--- config.mk ---
export PLATFORM = sky130hd
export DESIGN_NAME = option_bundle_source
export DESIGN_NICKNAME = d
export VERILOG_FILES = /design/src/rtl/option_bundle_source.sv
export SDC_FILE = /design/constraint.sdc
export NUM_CORES = 1
export LEC_CHECK = 0
export BUFFER_PORTS_ARGS = -buffer_cell sky130_fd_sc_hd__buf_2
export CAP_MARGIN = 20
export CORE_MARGIN = 3
export CORE_UTILIZATION = 53
export DETAILED_ROUTE_END_ITERATION = 6
export PLACE_DENSITY = 0.88
export SLEW_MARGIN = 20
export SYNTH_ARGS = -nofsm -noshare
export SYNTH_HDL_FRONTEND = slang
export SYNTH_SLANG_ARGS = --single-unit
--- constraint.sdc ---
create_clock -name clock -period 2.8 [get_ports clock]
set_input_delay 0.56 -clock clock [delete_from_list [all_inputs] [get_ports clock]]
set_output_delay 0.56 -clock clock [all_outputs]
set_load 0.02 [all_outputs]
--- src/rtl/option_bundle_source.sv ---
// Optional-field bundle source: emits NUM_BEATS beats of {bar, foo} over valid/ready
// after a start request, then parks in DONE until the next start.
module option_bundle_source #(
   parameter int unsigned HAS_FOO   = 1,
   parameter int unsigned FOO_W     = 8,
   parameter int unsigned NUM_BEATS = 16,
   parameter int unsigned CW        = $clog2(NUM_BEATS + 1)
) (
   input  logic             clock,
   input  logic             reset,
   input  logic             start,
   input  logic [FOO_W-1:0] seed,
   input  logic             abort,
   output logic             out_valid,
   input  logic             out_ready,
   output logic             out_bar,
   output logic [FOO_W-1:0] out_foo,
   output logic             busy,
   output logic             done,
   output logic [CW-1:0]    beat_count
);

   typedef enum logic [1:0] {StIdle, StSend, StDone} state_e;

   localparam logic [CW-1:0] LastIdx = CW'(NUM_BEATS - 1);

   state_e             state_q, state_d;
   logic               valid_q, valid_d;
   logic               bar_q, bar_d;
   logic [FOO_W-1:0]   foo_q, foo_d;
   logic [FOO_W-1:0]   seed_q, seed_d;
   logic [CW-1:0]      count_q, count_d;
   logic [CW-1:0]      count_inc;
   logic               handshake;

   always_comb begin
      state_d   = state_q;
      valid_d   = valid_q;
      bar_d     = bar_q;
      foo_d     = foo_q;
      seed_d    = seed_q;
      count_d   = count_q;
      count_inc = count_q + CW'(1);
      handshake = valid_q & out_ready;

      case (state_q)
         StIdle, StDone: begin
            if (start) begin
               state_d = StSend;
               seed_d  = (HAS_FOO != 0) ? seed : '0;
               count_d = '0;
               valid_d = 1'b1;
               bar_d   = 1'b0;
               foo_d   = (HAS_FOO != 0) ? seed : '0;
            end
         end
         StSend: begin
            if (handshake) begin
               count_d = count_inc;
            end
            // A handshake coinciding with abort still counts; the beat index is the count.
            if (abort || (handshake && (count_q == LastIdx))) begin
               state_d = StDone;
               valid_d = 1'b0;
            end else if (handshake) begin
               bar_d = count_inc[0];
               foo_d = (HAS_FOO != 0) ? seed_q + FOO_W'(count_inc) : '0;
            end
         end
         default: begin
            state_d = StIdle;
            valid_d = 1'b0;
         end
      endcase
   end

   always_ff @(posedge clock) begin
      if (reset) begin
         state_q <= StIdle;
         valid_q <= 1'b0;
         bar_q   <= 1'b0;
         foo_q   <= '0;
         seed_q  <= '0;
         count_q <= '0;
      end else begin
         state_q <= state_d;
         valid_q <= valid_d;
         bar_q   <= bar_d;
         foo_q   <= foo_d;
         seed_q  <= seed_d;
         count_q <= count_d;
      end
   end

   assign out_valid  = valid_q;
   assign out_bar    = bar_q;
   assign out_foo    = foo_q;
   assign busy       = (state_q == StSend);
   assign done       = (state_q == StDone);
   assign beat_count = count_q;

endmodule

==> metrics.cfg, run 1 <==
[finish]
design.final.nets=210
fill_cells=224
diodes=0
layout_cells_sized_above_1=0.229
layout_common_cells=sky130_fd_sc_hd__buf_2 (29), sky130_fd_sc_hd__dfxtp_1 (25), sky130_fd_sc_hd__nand2_1 (24)
area_growth_pct=12.0
core_utilization_of_the_finished_layout=0.632
layout_commonest_cell=sky130_fd_sc_hd__buf_2
multi_input_comb_area_um2=863
final-seq-area_um2=500

[cts]
cts_sinks=25
cts_inserted_buffers=3
cts.hold.buffers_added=0
cts_resized=0
tritoncts_clock_tree=done
cts_setup_buffers=0
clkLatencyLatePin_ns=0.33
htreeDepth=1
clk_pin_slew_worst_paths_ns=0.14
cts_root_buffer=sky130_fd_sc_hd__clkbuf_4
clk_path_buf_depth=2

[placement]
dp_worst_setup_slack_ns=0.294
hpwl_dp_mm=2.49
gpl.final_weighted_congestion=0.824
portBuffers=29

[logic_synthesis]
cell_types_with_the_largest_area_share_after_synthesis=sky130_fd_sc_hd__dfxtp_1 (35%), sky130_fd_sc_hd__a21oi_1 (8.1%), sky130_fd_sc_hd__nand2_1 (6.3%), sky130_fd_sc_hd__ha_1 (6.2%), sky130_fd_sc_hd__nor2_1 (4.0%)
share_of_the_yosys_chip_area_belonging_to_registers=0.351
synth_top_area_cell=sky130_fd_sc_hd__dfxtp_1
syn_area_per_cell_um2=8.79
combinational_family_with_the_most_area_after_synthesis=compound AO/OA/AOI/OAI gates
synth_compound_gate_area_share=0.272
async_reset_ff_frac=0
synth_enable_flop_cells=0
yosysTopAreaCellShare=0.351
yosys.area_share.xor_xnor=0.0308
synth_nets=183
synth_seq_cells=25
yosysWarnings=0
synth-main-ff-cell=sky130_fd_sc_hd__dfxtp_1
syn_area_mm2=0.00142
yosysUniqueCellTypes=43
synth_cells=162
synth.mux.area_fraction=0.0211
post_synthesis_share_of_cell_area_spent_on_full_adders_half_adders_and_majority_gates=0.0756
synth_simple_gate_area_share=0.207

[route]
drt-total-wl_mm=3.38
starting_drt_drc_count=42
post_drt_via_cell_ratio=5.96
drt_first_pass_iters=4
post_detailed_route_drc_marker_count=0
vias=1300
routed_wire_length_per_instance_um=15.5
ant_nets=0

[critical_path]
timing.critical_path.from_type=register
crit_path_max_fanout=6
required_time_reported_for_the_critical_path_endpoint_ns=3.04
timing_worst_setup_path_type=register to register
arrival_time_of_the_worst_setup_path_ns=2.76
worstSetupEndpointType=register
ff2ff_setup_slack_ns=0.28

[timing]
setup_tns_ns=0
worst_hold_slack_ns=0.459
tightest_slew_ns=0.609
grt_setup_unrepaired=no
timing.slew.headroom=0.594
worst_slack_ns=0.284
hold_violations=0
timing.final.crit_period_ns=2.52
final.setup_skew_ns=0.00247
finalCritPeriodShare=0.899
number_of_pins_with_negative_max_slew_slack_in_the_final_report=0
setup_viol=0
achievable-frequency_ghz=0.397

[outcome]
status=completed

[floorplan]
die_height_um=57.8
floorplan.die_area_mm2=0.00334
initial_core_util=0.564
num_io_pins=30
row_count=18
fp.dieW_um=57.8
core_region_area_mm2=0.00252

[global_route]
globalRoute.totalOverflow=0
grt_antenna_before_repair=0
grt_first_pass_wirelength_mm=5.61
grt_usage=0.213
grt_start_max_net_pins=24
grt_pass1_vias=1263

[pwr]
total_leakage_power_nw=0.768
total_power_mw=0.709
power-per-cell-area_mw_per_mm2=445
vdd.ir_drop.worst_mv=0.342

[run]
max_cap_viol_count=0

[min_path]
min_path_type=primary input to register

-- area by class of cell --
class | instances | area share
multi-input combinational | 124 | 0.541
sequential | 25 | 0.314
timing repair buffer | 29 | 0.0910
tap | 30 | 0.0235
clock buffer | 4 | 0.0165
inverter | 6 | 0.0141
-- cells by family after synthesis --
family / count (synthesis)
buffers and inverters: 13
DFF: 25
and+or+nand+nor: 58
AOI/OAI and AO/OA: 50
adders and majority gates: 8
xor gates and xnor gates: 5
muxes: 3
-- metal layers --
layer	routed length (um)	share of wire	track usage	vias up
met3	192	0.057	0.0290	6
li1	-	-	-	636
met1	1470	0.43	0.263	616
met4	46	0.014	0.0960	0
met2	1680	0.49	0.368	42
met5	0	0	0	-
-- path summary, 6_finish.rpt --
kind,from,cells past startpoint,to
worst min register to register,seed_q[0],2,seed_q[0]
worst max-delay path,beat_count[0],9,out_foo[7]
worst min-delay path,seed[6],3,seed_q[6]
worst max register to register,beat_count[0],9,out_foo[7]
-- state kept, by name, summed over array words and instances, names as in the netlist --
signal      count
out_foo         8
seed_q          8
beat_count      5
state_q         2
out_bar         1
out_valid       1
-- through the flow --
stage / cells / instance area (um2)
5_1_grt: 218 / 1600
3_3_place_gp: 214 / 1570
3_5_place_dp: 214 / 1570
6_report: 218 / 1600
2_1_floorplan: 162 / 1420
4_1_cts: 218 / 1600
-- cells in the mapped netlist (all sizes together) (3+ instances only) --
cell type / n
xnor2: 3
nand3: 4
a22oi: 4
inv: 6
o21ai: 4
ha: 7
and3: 3
nand2: 24
a21o: 3
mux2i: 3
a21oi: 23
nor2: 15
dfxtp: 25
a31oi: 4
buf: 5
-- report_power, final --
| group | internal (mW) | switching, mW | total, mW | leakage [nW] |
|---|---|---|---|---|
| clock | 0.0559 | 0.114 | 0.170 | 0.0150 |
| combinational | 0.0515 | 0.0927 | 0.144 | 0.548 |
| sequential | 0.377 | 0.0186 | 0.395 | 0.205 |
-- critical path, stage by stage (launching register included) --
cell	delay, ns
sky130_fd_sc_hd__dfxtp_1	0.39
sky130_fd_sc_hd__ha_1	0.27
sky130_fd_sc_hd__and3_1	0.20
sky130_fd_sc_hd__ha_1	0.29
sky130_fd_sc_hd__inv_1	0.05
sky130_fd_sc_hd__ha_1	0.32
sky130_fd_sc_hd__a21o_1	0.25
sky130_fd_sc_hd__a2111oi_4	0.29
sky130_fd_sc_hd__a21oi_1	0.09
sky130_fd_sc_hd__o41ai_2	0.29
(Power assumes the default switching activity.)
==> run 2: changes to the inputs <==
--- a/config.mk
+++ b/config.mk
@@ -5,6 +5,7 @@
 export SDC_FILE = /design/constraint.sdc
 export NUM_CORES = 1
 export LEC_CHECK = 0
+export ABC_AREA = 1
 export BUFFER_PORTS_ARGS = -buffer_cell sky130_fd_sc_hd__buf_2
 export CAP_MARGIN = 20
 export CORE_MARGIN = 3
@@ -15,3 +16,4 @@
 export SYNTH_ARGS = -nofsm -noshare
 export SYNTH_HDL_FRONTEND = slang
 export SYNTH_SLANG_ARGS = --single-unit
+export TNS_END_PERCENT = 100
==> metrics.cfg, run 2 <==
[logic_synthesis]
synth_seq_cells=25  ; unchanged
synth_nets=209  ; +14%
yosysTopAreaCellShare=0.373  ; +0.0216
syn_area_mm2=0.00134  ; -5.8%
synth-main-ff-cell=sky130_fd_sc_hd__dfxtp_1
async_reset_ff_frac=0  ; unchanged
synth_enable_flop_cells=0  ; unchanged
synth_top_area_cell=sky130_fd_sc_hd__dfxtp_1
yosysUniqueCellTypes=23  ; -47%
cell_types_with_the_largest_area_share_after_synthesis=sky130_fd_sc_hd__dfxtp_1 (37%), sky130_fd_sc_hd__nand2_1 (12%), sky130_fd_sc_hd__a21oi_1 (7.8%), sky130_fd_sc_hd__nor2_1 (6.7%), sky130_fd_sc_hd__ha_1 (6.5%)
synth_common_cells=sky130_fd_sc_hd__nand2_1 (42), sky130_fd_sc_hd__dfxtp_1 (25), sky130_fd_sc_hd__nor2_1 (24)
synth_cells=188  ; +16%
syn_area_per_cell_um2=7.13  ; -19%
yosys.cell_count.top_type=sky130_fd_sc_hd__nand2_1
yosysWarnings=0  ; unchanged
share_of_the_yosys_chip_area_belonging_to_registers=0.373  ; +0.0216

[cts]
cts_setup_buffers=0  ; unchanged
clk_path_buf_depth=2  ; unchanged
tritoncts_clock_tree=done
htreeDepth=1  ; unchanged
clk_pin_slew_worst_paths_ns=0.15  ; about the same
clkLatencyLatePin_ns=0.34  ; about the same
cts.hold.buffers_added=0  ; unchanged
cts_root_buffer=sky130_fd_sc_hd__clkbuf_4
cts_resized=0  ; unchanged
cts_inserted_buffers=3  ; unchanged
cts_sinks=25  ; unchanged

[outcome]
status=completed

[route]
post_drt_via_cell_ratio=5.23  ; -12%
starting_drt_drc_count=29  ; -31%
ant_nets=0  ; unchanged
routed_wire_length_per_instance_um=11.8  ; -24%
drt_first_pass_iters=4  ; unchanged
drt-total-wl_mm=2.89  ; -15%
vias=1282  ; -1.4%
post_detailed_route_drc_marker_count=0  ; unchanged

[placement]
dp_worst_setup_slack_ns=0.750  ; +0.456 ns
gpl.final_weighted_congestion=0.880  ; +6.8%
portBuffers=29  ; unchanged
numPlacedInstances=241  ; +13%
place_area_mm2=0.00150  ; -4.2%
hpwl_dp_mm=2.19  ; -12%

[critical_path]
arrival_time_of_the_worst_setup_path_ns=2.30  ; -0.46 ns
worstSetupEndpointType=register
crit-reg2reg-capture=out_foo[7]
timing.critical_path.from_type=register
reg2reg_from=beat_count[0]
r2r.worst_path.cells=14  ; +5
ff2ff_setup_slack_ns=0.74  ; +0.46 ns
timing_worst_setup_path_type=register to register
required_time_reported_for_the_critical_path_endpoint_ns=3.04  ; about the same
crit_path_max_fanout=6  ; unchanged

[timing]
grt_setup_unrepaired=no
timing.slew.headroom=0.643  ; +0.0492
final.setup_skew_ns=0.00659  ; +0.00412 ns
setup_viol=0  ; unchanged
number_of_pins_with_negative_max_slew_slack_in_the_final_report=0  ; unchanged
hold_violations=0  ; unchanged
achievable-frequency_ghz=0.485  ; +22%
setup_tns_ns=0  ; unchanged
timing.final.crit_period_ns=2.06  ; -0.455 ns
worst_slack_ns=0.739  ; +0.455 ns
finalCritPeriodShare=0.736  ; -0.163
tightest_slew_ns=0.534  ; -0.0751 ns
worst_hold_slack_ns=0.468  ; +0.00854 ns

[finish]
layout_common_cells=sky130_fd_sc_hd__nand2_1 (42), sky130_fd_sc_hd__buf_2 (29), sky130_fd_sc_hd__dfxtp_1 (25)
stdcell_count=245  ; +12%
layout_commonest_cell=sky130_fd_sc_hd__nand2_1
area_growth_pct=14.3
diodes=0  ; unchanged
core_utilization_of_the_finished_layout=0.667  ; +0.0348
layout_cells_sized_above_1=0.180  ; -0.0490
design.final.nets=239  ; +14%
finish.instance_area_mm2=0.00153  ; -3.9%

[floorplan]
row_count=17  ; -1
num_io_pins=30  ; unchanged
initial_core_util=0.584  ; +0.0194
floorplan.die_area_mm2=0.00317  ; -5.2%
core_region_area_mm2=0.00230  ; -8.9%
fp.dieW_um=56.3  ; -2.6%
die_height_um=56.3  ; -2.6%

[global_route]
grt_first_pass_wirelength_mm=5.18  ; -7.6%
grt_antenna_before_repair=0  ; unchanged
grt_usage=0.202  ; -0.0111
globalRoute.totalOverflow=0  ; unchanged
grt_start_max_net_pins=18  ; -25%
grt_pass1_vias=1191  ; -5.7%

[pwr]
p_seq_frac=0.550  ; -0.007
p_clk_frac=0.238  ; -0.002
power.share.switching=0.325  ; +0.00785
total_power_mw=0.726  ; +2.4%
total_leakage_power_nw=0.762  ; -0.76%
vdd.ir_drop.worst_mv=0.327  ; -4.5%
p_switching_mw=0.236  ; +4.9%
comb_power_share=0.212  ; +0.009
internal_power_mw=0.490  ; +1.2%
power-per-cell-area_mw_per_mm2=474  ; +6.6%

[run]
max_cap_viol_count=0  ; unchanged

[min_path]
hold-path-endpoint=state_q[1]
min_delay_path_depth=4  ; +1
min_path_type=primary input to register
worstHoldStart=start

-- run 2: worst max-delay path by stage --
stage             startpoint         end  cells past startpoint
5_1_grt        beat_count[0]  out_foo[7]                     14
2_1_floorplan  beat_count[0]  out_foo[7]                     14
3_5_place_dp   beat_count[0]  out_foo[7]                     14
4_1_cts        beat_count[0]  out_foo[7]                     14
3_3_place_gp   beat_count[0]  out_foo[7]                     14
6_report       beat_count[0]  out_foo[7]                     14
-- run 2: power by group through the flow --
stage | Clock [mW] | Sequential, mW | Combinational, mW
CTS | 0.174 | 0.399 | 0.155
finish | 0.173 | 0.399 | 0.154
global route | 0.185 | 0.404 | 0.173
global placement | 0 | 0.406 | 0.152
floorplan | 0 | 0.422 | 0.0930
detailed placement | 0 | 0.407 | 0.154
-- run 2: area by class of cell --
type                    count  area, um2
well taps                  28       35.0
clock buffers               3       22.5
fillers                   214        764
multi-input cells         137        734
inverters                  22       87.6
flip-flops and latches     25        500
clock inverters             1       7.51
repair buffers             29        145
-- run 2: cell families (layout without fill, tap and decap cells) --
family / Yosys count / in the layout / share of synthesized area
and+or+nand+nor: 84 / 84 / 0.283
AOI/OAI and AO/OA: 41 / 41 / 0.159
buffers and inverters: 26 / 55 / 0.0793
DFF: 25 / 25 / 0.373
adders and majority gates: 8 / 8 / 0.0802
xor gates and xnor gates: 4 / 4 / 0.0261
-- run 2: layer usage --
| metal | part of all wire | track usage | wire [um] | vias to the layer above |
|---|---|---|---|---|
| li1 | - | - | - | 665 |
| met1 | 0.48 | 0.267 | 1390 | 589 |
| met2 | 0.46 | 0.334 | 1340 | 24 |
| met3 | 0.046 | 0.0506 | 134 | 4 |
| met4 | 0.0097 | 0.0407 | 28 | 0 |
| met5 | 0 | 0 | 0 | - |
-- run 2: worst max-delay path: stages, from the launching register on --
cell and delay (ns):
sky130_fd_sc_hd__dfxtp_1 0.44, sky130_fd_sc_hd__ha_1 0.21, sky130_fd_sc_hd__nand2_1 0.06, sky130_fd_sc_hd__nor2_1 0.09
sky130_fd_sc_hd__ha_1 0.23, sky130_fd_sc_hd__inv_1 0.08, sky130_fd_sc_hd__ha_1 0.27, sky130_fd_sc_hd__nand2_1 0.08
sky130_fd_sc_hd__inv_1 0.05, sky130_fd_sc_hd__o21bai_1 0.15, sky130_fd_sc_hd__nand2_1 0.07, sky130_fd_sc_hd__nand2_1 0.05
sky130_fd_sc_hd__nand3_1 0.06, sky130_fd_sc_hd__nand2_1 0.07, sky130_fd_sc_hd__a21oi_1 0.05
==> run 3: changes to the inputs <==
==> constraint.sdc (replaced) <==
create_clock -name clock -period 2.1 [get_ports clock]
set_input_delay 0.42 -clock clock [delete_from_list [all_inputs] [get_ports clock]]
set_output_delay 0.42 -clock clock [all_outputs]
set_load 0.02 [all_outputs]
==> metrics.cfg, run 3 (same netlist as run 2, synthesis figures left out) <==
[route]
starting_drt_drc_count=31  ; +6.9%
drt-total-wl_mm=3.03  ; +4.7%
post_detailed_route_drc_marker_count=0  ; unchanged
post_drt_via_cell_ratio=5.22  ; -0.17%
vias=1306  ; +1.9%
routed_wire_length_per_instance_um=12.1  ; +2.6%
drt_first_pass_iters=4  ; unchanged
ant_nets=0  ; unchanged

[min_path]
worstHoldStart=start
min_path_type=primary input to register
min_delay_path_depth=4  ; unchanged
hold-path-endpoint=state_q[1]

[timing]
hold_violations=0  ; unchanged
number_of_pins_with_negative_max_slew_slack_in_the_final_report=0  ; unchanged
final.setup_skew_ns=0.00483  ; -0.00176 ns
timing.final.crit_period_ns=1.92  ; -0.136 ns
setup_tns_ns=0  ; unchanged
worst_slack_ns=0.175  ; -0.564 ns
grt_setup_unrepaired=no
finalCritPeriodShare=0.917  ; +0.181
tightest_slew_ns=0.448  ; -0.0852 ns
setup_viol=0  ; unchanged
achievable-frequency_ghz=0.520  ; +7.1%
timing.slew.headroom=0.701  ; +0.0573

[critical_path]
crit-reg2reg-capture=out_foo[7]
arrival_time_of_the_worst_setup_path_ns=2.19  ; -0.11 ns
timing_worst_setup_path_type=register to register
crit_path_max_fanout=4  ; -2
required_time_reported_for_the_critical_path_endpoint_ns=2.36  ; -0.68 ns
r2r.worst_path.cells=14  ; unchanged
worstSetupEndpointType=register
reg2reg_from=beat_count[1]
timing.critical_path.from_type=register
ff2ff_setup_slack_ns=0.18  ; -0.56 ns

[placement]
place_area_mm2=0.00152  ; +1.0%
hpwl_dp_mm=2.19  ; -0.17%
portBuffers=29  ; unchanged
dp_worst_setup_slack_ns=0.0616  ; -0.688 ns
gpl.final_weighted_congestion=0.874  ; -0.64%

[floorplan]
initial_core_util=0.584  ; unchanged
fp.dieW_um=56.3  ; unchanged
num_io_pins=30  ; unchanged
core_region_area_mm2=0.00230  ; unchanged
row_count=17  ; unchanged
floorplan.die_area_mm2=0.00317  ; unchanged
die_height_um=56.3  ; unchanged

[cts]
cts_inserted_buffers=3  ; unchanged
clk_pin_slew_worst_paths_ns=0.14  ; about the same
htreeDepth=1  ; unchanged
tritoncts_clock_tree=done
clkLatencyLatePin_ns=0.31  ; -0.03 ns
clk_path_buf_depth=2  ; unchanged
cts_sinks=25  ; unchanged
cts_root_buffer=sky130_fd_sc_hd__clkbuf_4

[finish]
diodes=0  ; unchanged
core_utilization_of_the_finished_layout=0.698  ; +0.0305
area_growth_pct=19.5
layout_common_cells=sky130_fd_sc_hd__nand2_1 (42), sky130_fd_sc_hd__buf_2 (29), sky130_fd_sc_hd__nor2_1 (23), sky130_fd_sc_hd__dfxtp_1 (23), sky130_fd_sc_hd__a21oi_1 (21)
finish.instance_area_mm2=0.00160  ; +4.6%
layout_commonest_cell=sky130_fd_sc_hd__nand2_1
layout_cells_sized_above_1=0.230  ; +0.0500
design.final.nets=244  ; +2.1%

[global_route]
grt_start_max_net_pins=18  ; unchanged
globalRoute.totalOverflow=0  ; unchanged
grt_usage=0.194  ; -0.00783
grt_antenna_before_repair=0  ; unchanged
grt_first_pass_wirelength_mm=5.02  ; -3.2%
grt_pass1_vias=1137  ; -4.5%

[run]
max_cap_viol_count=0  ; unchanged

[outcome]
status=completed

[pwr]
p_clk_frac=0.226  ; -0.012
power.share.switching=0.316  ; -0.00989
internal_power_mw=0.659  ; +35%
total_power_mw=0.963  ; +33%
p_switching_mw=0.304  ; +29%
comb_power_share=0.222  ; +0.010
p_seq_frac=0.552  ; +0.002
vdd.ir_drop.worst_mv=0.432  ; +32%
total_leakage_power_nw=0.771  ; +1.2%
power-per-cell-area_mw_per_mm2=601  ; +27%

==> run 3: cell count changes in the layout (fill, tap and decap cells not counted) <==
cell	change
sky130_fd_sc_hd__buf_4	+5
sky130_fd_sc_hd__clkbuf_1	+1
sky130_fd_sc_hd__clkinvlp_4	-1
sky130_fd_sc_hd__dfxtp_1	-2
sky130_fd_sc_hd__dfxtp_2	+1
sky130_fd_sc_hd__dfxtp_4	+1
sky130_fd_sc_hd__ha_1	-2
sky130_fd_sc_hd__ha_4	+2
sky130_fd_sc_hd__inv_1	-2
sky130_fd_sc_hd__inv_2	+2
sky130_fd_sc_hd__nor2_1	-1
sky130_fd_sc_hd__nor2_2	+1
sky130_fd_sc_hd__o21bai_1	-1
sky130_fd_sc_hd__o21bai_2	+1
==> run 3: final cells by class <==
class                   count  area (um2)
fillers                   197         694
clock buffers               4        26.3
well taps                  28        35.0
flip-flops and latches     25         505
multi-input cells         137         766
inverters                  22        87.6
repair buffers             34         183
==> run 3: layer usage <==
layer | vias up | share of wire | GRT usage
li1 | 678 | - | -
met1 | 606 | 0.47 | 0.259
met2 | 20 | 0.48 | 0.326
met3 | 2 | 0.040 | 0.0230
met4 | 0 | 0.0046 | 0.0610
met5 | - | 0 | 0
==> run 3: how the worst max path moves through the flow <==
| stage | start | to | slack (ns) | depth (start not counted) |
|---|---|---|---|---|
| 2_1_floorplan | beat_count[0] | out_foo[7] | 0.05 | 14 |
| 3_3_place_gp | beat_count[1] | out_foo[7] | 0.17 | 14 |
| 3_5_place_dp | beat_count[1] | out_foo[7] | 0.06 | 14 |
| 4_1_cts | beat_count[1] | out_foo[7] | 0.04 | 13 |
| 5_1_grt | beat_count[1] | out_foo[7] | 0.01 | 14 |
| 6_report | beat_count[1] | out_foo[7] | 0.18 | 14 |
==> run 3: what timing repair did <==
| action | CTS | global route |
|---|---|---|
| hold endpoints to repair | 0 | 0 |
| resized for setup | 0 | 10 |
| buffers inserted | 0 | 3 |
| hold buffers | 0 | 0 |
| endpoints found under the setup margin | 0 | 3 |
==> run 3: worst max-delay path: stages (launching register included) <==
cell                      delay (ns)
sky130_fd_sc_hd__dfxtp_4        0.38
sky130_fd_sc_hd__ha_4           0.16
sky130_fd_sc_hd__nand2_1        0.07
sky130_fd_sc_hd__nor2_2         0.04
sky130_fd_sc_hd__ha_1           0.28
sky130_fd_sc_hd__inv_2          0.06
sky130_fd_sc_hd__ha_4           0.27
sky130_fd_sc_hd__nand2_1        0.07
sky130_fd_sc_hd__nor2_1         0.11
sky130_fd_sc_hd__nand2_1        0.09
sky130_fd_sc_hd__nand2_1        0.08
sky130_fd_sc_hd__nand2_1        0.05
sky130_fd_sc_hd__nand3_1        0.06
sky130_fd_sc_hd__nand2_1        0.05
sky130_fd_sc_hd__a21oi_1        0.10
==> run 3: power by group through the flow <==
stage	registers (mW)	logic, mW	clock network [mW]
2_1_floorplan	0.563	0.124	0
3_5_place_dp	0.542	0.209	0
5_1_grt	0.537	0.237	0.241
3_3_place_gp	0.541	0.205	0
4_1_cts	0.532	0.210	0.222
6_report	0.531	0.214	0.217
==> run 3: stage by stage <==
stage          hold slack [ns]  instances
3_3_place_gp             0.453        243
4_1_cts                  0.352        247
3_5_place_dp             0.453        243
6_report                 0.354        250
2_1_floorplan            0.444        188
5_1_grt                  0.356        250
